## src/rtl/seq_multiplier.sv

```systemverilog
// Iterative signed/unsigned multiplier with valid/ready handshakes on both
// sides. Retires RADIX_BITS multiplier bits per cycle on operand magnitudes
// and applies the result sign once, on the final iteration.
module seq_multiplier #(
  parameter int WIDTH      = 64,
  parameter int RADIX_BITS = 1
) (
  input  logic               clk,
  input  logic               reset,
  input  logic               in_valid,
  output logic               in_ready,
  input  logic [WIDTH-1:0]   a,
  input  logic [WIDTH-1:0]   b,
  input  logic               a_signed,
  input  logic               b_signed,
  output logic               out_valid,
  input  logic               out_ready,
  output logic [2*WIDTH-1:0] p
);

  localparam int N  = WIDTH / RADIX_BITS;
  localparam int CW = (N > 1) ? $clog2(N) : 1;
  localparam int PW = 2 * WIDTH;
  localparam int MW = WIDTH + RADIX_BITS;

  typedef enum logic [1:0] {
    IDLE = 2'd0,
    RUN  = 2'd1,
    DONE = 2'd2
  } state_t;

  state_t state, state_next;

  logic [WIDTH-1:0] mcand;    // |a|
  logic [WIDTH-1:0] mplier;   // |b|, shifted right each RUN cycle
  logic             neg;      // result sign
  logic [PW-1:0]    acc;
  logic [CW-1:0]    count;

  logic             accept;
  logic             last;
  logic             sa, sb;
  logic [WIDTH-1:0] a_mag, b_mag;
  logic [MW-1:0]    pp;
  logic [PW-1:0]    pp_shift;
  logic [PW-1:0]    acc_next;

  // Handshake and operand conditioning; in_ready never depends on in_valid.
  assign in_ready = reset & ((state == IDLE) | ((state == DONE) & out_ready));
  assign accept   = in_valid & in_ready;
  assign last     = (state == RUN) && (count == CW'(N - 1));
  assign sa       = a_signed & a[WIDTH-1];
  assign sb       = b_signed & b[WIDTH-1];
  assign a_mag    = sa ? -a : a;
  assign b_mag    = sb ? -b : b;

  // Partial product of |a| with the low multiplier digit, aligned to the
  // digit's weight and added to the running accumulator.
  always_comb begin
    pp       = {{RADIX_BITS{1'b0}}, mcand} * {{WIDTH{1'b0}}, mplier[RADIX_BITS-1:0]};
    pp_shift = PW'(pp) << (int'(count) * RADIX_BITS);
    acc_next = acc + pp_shift;
  end

  // State register.
  always_ff @(posedge clk) begin
    // NOTE: every clocked register uses <= so all flops sample pre-edge values;
    // blocking = here would make later reads see this cycle's update.
    if (!reset) state <= IDLE;
    else        state <= state_next;
  end

  // Next-state logic.
  always_comb begin
    // NOTE: default assigned first so no path leaves state_next unassigned,
    // which would otherwise infer a latch.
    state_next = state;
    unique case (state)
      IDLE:    if (accept) state_next = RUN;
      RUN:     if (last)   state_next = DONE;
      DONE:    if (out_ready) state_next = in_valid ? RUN : IDLE;
      default: state_next = IDLE;
    endcase
  end

  // Operand registers are always loaded on accept before use, so they carry
  // no reset.
  always_ff @(posedge clk) begin
    // NOTE: leaving pure datapath registers out of reset keeps the reset net
    // small; their contents are never observed before the first accept.
    if (accept) begin
      mcand  <= a_mag;
      mplier <= b_mag;
      neg    <= sa ^ sb;
    end else if (state == RUN) begin
      mplier <= mplier >> RADIX_BITS;
    end
  end

  // Accumulator, iteration counter and result register.
  always_ff @(posedge clk) begin
    if (!reset) begin
      acc       <= '0;
      count     <= '0;
      p         <= '0;
      out_valid <= 1'b0;
    end else begin
      out_valid <= (state_next == DONE);
      if (accept) begin
        acc   <= '0;
        count <= '0;
      end else if (state == RUN) begin
        acc   <= acc_next;
        count <= count + CW'(1);
        if (last) p <= neg ? -acc_next : acc_next;
      end
    end
  end

endmodule

```

## config.mk

```make
export PLATFORM = sky130hd
export DESIGN_NAME = seq_multiplier
export DESIGN_NICKNAME = d
export VERILOG_FILES = /design/src/rtl/seq_multiplier.sv
export SDC_FILE = /design/constraint.sdc
export NUM_CORES = 2
export LEC_CHECK = 0
export BUFFER_PORTS_ARGS = -buffer_cell sky130_fd_sc_hd__buf_2
export CAP_MARGIN = 20
export CORE_MARGIN = 2
export CORE_UTILIZATION = 55
export DETAILED_ROUTE_END_ITERATION = 10
export GPL_TIMING_DRIVEN = 0
export PLACE_DENSITY = 0.74
export SYNTH_ARGS = -nofsm -noshare
export SYNTH_HDL_FRONTEND = slang
export SYNTH_SLANG_ARGS = --single-unit
```

## constraint.sdc

```tcl
create_clock -name clk -period 13.7 [get_ports clk]
set_input_delay 0.685 -clock clk [delete_from_list [all_inputs] [get_ports clk]]
set_output_delay 0.685 -clock clk [all_outputs]
set_load 0.1 [all_outputs]
```

* Word-level counts from Yosys, hierarchy flattened *
Index checks and enable logic that the tools add are counted.

word-level totals
  register bits after elaboration = 394
  bits in latches = 0
  memory bits (writable) = 0
  memory bits (read-only) = 0
  input port bits = 134
  output and inout port bits = 130
  word-level logic and storage cells = 43
  memories kept = 0

cells by class
  add/sub/neg operators = 5
  $mul = 1
  div/mod/pow operators = 0
  magnitude comparators = 0
  eq/ne operators = 4
  shift-type cells = 1
  multiplexer cells = 10
  bitwise gates (word level) = 9
  reduce and logical (&&, ||, !) cells = 5

operators with widths
  cell                   count
  $mux W64               4
  $add A128 B128 Y128    1
  $mux W128              1
  $neg A128 Y128         1
  $neg A64 Y64           2
  $shl A65 B6 Y128       1
  $mul A64 B1 Y65        1
  $add A6 B1 Y6 const B  1
  $eq A6 B6 Y1 const B   1
  $mux W2                3
  $pmux W2 S3            1
  $and A1 B1 Y1          5
  $eq A2 B2 Y1 const B   2
  $reduce_and A3 Y1      1
  $eq A2 B1 Y1 const B   1
  $logic_not A2 Y1       1
  $not A1 Y1             2
  $reduce_bool A2 Y1     1
  $reduce_or A2 Y1       1
  $logic_and A1 B1 Y1    1
  $mux W1                1
  $or A1 B1 Y1           1
  $xor A1 B1 Y1          1

* Depth between registers and ports, before layout *
  word-level depth = 8
  depth in mapped cells = 28
  mapped depth without buffers = 24

* Worst setup path after synthesis *
OpenSTA, ideal clock, no wires.

  path type = flip-flop to flip-flop
  from = reg count[0]
  to = reg p[116]
  setup time = 0.133 ns
  arrival = 6.948 ns
  required time = 13.567 ns
  slack = 6.619 ns
  cell stages (with the launch flop) = 28
  path buffers = 3
  period minus slack after synthesis = 7.081 ns
  cells stage by stage = dfxtp_1 clkbuf_1 buf_1 mux4_2 nand2_1 nor2_1 a21oi_1 nand2_1 o21ai_0 nor2_1 nor2_1 nor2_1 ha_1 clkbuf_1 nand2_1 nor2_1 nand2_1 a2111oi_1 nor3_2 o31ai_1 xor2_1 or4b_2 nor4_1 nand4_1 or4_1 or4b_1 mux2i_1 a31oi_1

on the way
  longest elaborated chain between the ends = 4

ends and longest elaborated chain
  item                    line  text
  start, declared         38    logic [CW-1:0] count;
  start signal, assigned  114   count <= count + CW'(1);
  $shl A65 B6 Y128        61    pp_shift = PW'(pp) << (int'(count) * RADIX_BITS);
  $add A128 B128 Y128     62    acc_next = acc + pp_shift;
  $neg A128 Y128          115   if (last) p <= neg ? -acc_next : acc_next;
  $mux W128               115
  end signal, assigned    115
  end, declared           18    output logic [2*WIDTH-1:0] p

Parallel ways exist; a longest one is shown, timed or not.
A chain may end at the register's enable or synchronous reset.

* Final worst setup path *
  from = reg count[1]
  to = reg p[124]

Same word-level chain as after synthesis.

==> impl_metrics.json <==
{
  "vias": 42594,
  "grt_pass1_wl_mm": 249,
  "synth-main-ff-cell": "dfxtp_1",
  "rsz0062_at_grt": "no",
  "ctsResizeCount": 0,
  "worst_pin_slew_ps": 1430,
  "end_kind": "register",
  "hold_viol": 0,
  "critPathArrivalTime_ps": 11340,
  "synth_area_per_cell_um2": 7.38,
  "synth.distinct_cells": 106,
  "io_pins": 264,
  "postSynthCellCount": 4885,
  "hold_depth": 1,
  "reg2reg_slack_ps": 2850,
  "area_growth_pct": 11.5,
  "antenna_found_initial": 5,
  "drt_iter0_markers": 6076,
  "n_antenna_cell": 0,
  "synth_area_um2": 36100,
  "clk_pin_slew_worst_paths_ps": 70,
  "r2r-end": "p[124]$_SDFFE_PN0P_",
  "path_common_cell": "clkbuf_1",
  "leakage_uw": 0.0153,
  "wl_per_cell_um": 28.2,
  "cp_max_fo": 10,
  "clockBufferDepth": 3,
  "numPortBuffers": 262,
  "synth-seq-cells": 394,
  "worstPathRequired_ps": 14190,
  "cts_setup_buffers": 0,
  "stdcell_count": 6118,
  "cts_root_buf": "clkbuf_16",
  "slowest_delay_ps": 750,
  "synth_warnings": 0,
  "startpoint_type": "register",
  "dp_hpwl_mm": 141,
  "ctsHoldBuffers": 0,
  "period_needed_ps": 10850,
  "gp_congestion": 1.12,
  "clock-sinks": 394,
  "synth_nets": 5151,
  "grt_usage": 0.492,
  "synth_edf_count": 129,
  "timing.rr.start": "count[1]$_SDFFE_PP0P_",
  "drc_errors": 0,
  "p_per_area_nw_per_um2": 87.5,
  "max_cap_viol_count": 0,
  "worstSkewPairLatency_ps": 620,
  "cp_slowest_cell": "a2111oi_0",
  "ys_async_sr_fraction": 0,
  "finalClockSkew_ps": 34.9,
  "ff2ff_path_depth": 27,
  "place_inst": 6022,
  "relSlewSlack": 0.0454,
  "nets": 5494,
  "die_area_um2": 67600,
  "drv_slew": 0,
  "setup_viol": 0,
  "grt_start_max_net_pins": 53,
  "fp.dieH_um": 260,
  "outcome": "complete, no violations",
  "start_util": 0.558,
  "overflow": 0,
  "antenna_left": 0,
  "hp-class": "primary input to register",
  "rows": 93,
  "cts_tree": "done",
  "core_region_area_um2": 64600,
  "seq_area_frac_synth": 0.255,
  "h-tree-depth": 2,
  "drive_above_1_share": 0.103,
  "grt_pass1_vias": 39642,
  "min_from": "a[0]",
  "numCtsBuffers": 46,
  "worstSetupPathType": "register to register",
  "path_depth": 27,
  "fin_tns_setup_ps": 0,
  "timing.fmax_ghz": 0.0922,
  "vdd_ir_drop_max_uv": 100,
  "cp_top_family": "simple AND/OR/NAND/NOR gates",
  "die_x_um": 260,
  "totalWireLength_mm": 173,
  "via_per_inst": 6.96,
  "drt-pass1-iter-count": 7,
  "min_period_over_period": 0.792,
  "final_util": 0.623,
  "crit_buf_inv": 6,
  "holdPathEnd": "mcand[0]$_DFFE_PP_"
}
[cells in the mapped netlist (123+ instances only)]
cell / count / area share
a21oi_1: 460 / 0.064
clkbuf_1: 248 / 0.026
xnor2_1: 183 / 0.044
edfxtp_1: 129 / 0.11
dfxtp_1: 265 / 0.15
ha_1: 131 / 0.045
o21ai_0: 406 / 0.056
nor2_1: 611 / 0.064
nand4_1: 123 / 0.021
nand3_1: 151 / 0.021
nand2_1: 715 / 0.074
xor2_1: 139 / 0.034
[metal layers]
layer | track usage | routed length [um] | up-vias
met4 | 0.312 | 13100 | 4
li1 | - | - | 18691
met1 | 0.604 | 63300 | 19965
met5 | 0.0242 | 223 | -
met3 | 0.162 | 24100 | 728
met2 | 0.740 | 72000 | 3206
[state kept, by name (all words and copies together) (netlist names)]
name       flops
mplier        64
out_valid      1
acc          128
p            128
mcand         64
neg            1
state          2
count          6
[metrics by stage]
stage               setup slack (ps)  total power (uW)  hold WS [ps]  instance area (um2)
floorplan                       6620              1870           441                36100
global placement                3400              2180           443                38400
detailed placement              3680              2210           449                38600
CTS                             3640              3430           333                40100
global route                    3100              3580           338                40200
finish                          2850              3520           344                40200
[cell usage in the layout, fill, tap and decap left out, drive strengths merged, types with 59 or more instances in the layout]
cell | synthesis | layout
nand2 | 715 | 715
xor2 | 139 | 139
inv | 57 | 61
nor3 | 101 | 101
nor2 | 612 | 612
xnor2 | 183 | 183
mux2i | 95 | 95
clkbuf | 250 | 317
nand3 | 151 | 151
nor4 | 65 | 65
a21oi | 464 | 464
dfxtp | 265 | 265
nand4 | 126 | 126
a211oi | 122 | 122
edfxtp | 129 | 129
ha | 131 | 131
mux4 | 59 | 59
buf | 62 | 351
o21ai | 419 | 419
[kinds of logic after synthesis]
family | after synthesis | synth area share
AND/OR/NAND/NOR | 2052 | 0.264
AO/OA/AOI/OAI | 1448 | 0.250
flip-flops | 394 | 0.255
buffers and inverters | 371 | 0.0397
XOR/XNOR | 322 | 0.0782
multiplexers | 166 | 0.0670
adder cells (fa/ha/maj) | 132 | 0.0460
[power breakdown]
part | switching (uW) | leakage [uW] | internal (uW)
clock | 556 | 0.000716 | 708
combinational | 682 | 0.0112 | 279
sequential | 30.2 | 0.00337 | 1270
[layout make-up]
type	count	area, um2
Multi-Input combinational cell	4120	25500
Fill cell	5808	24400
Sequential cell	394	9180
Timing Repair Buffer	295	1600
Clock buffer	62	1260
Buffer	312	1210
Tap cell	855	1070
Inverter	59	221
Clock inverter	21	216
[worst max path at each step]
stage / startpoint / endpoint / slack (ps)
floorplan: count[0]$_SDFFE_PP0P_ / p[116]$_SDFFE_PN0P_ / 6620
global placement: count[0]$_SDFFE_PP0P_ / p[121]$_SDFFE_PN0P_ / 3400
detailed placement: count[1]$_SDFFE_PP0P_ / p[114]$_SDFFE_PN0P_ / 3680
CTS: count[1]$_SDFFE_PP0P_ / p[114]$_SDFFE_PN0P_ / 3640
global route: count[1]$_SDFFE_PP0P_ / p[114]$_SDFFE_PN0P_ / 3100
finish: count[1]$_SDFFE_PP0P_ / p[124]$_SDFFE_PN0P_ / 2850
(Power assumes the default switching activity.)
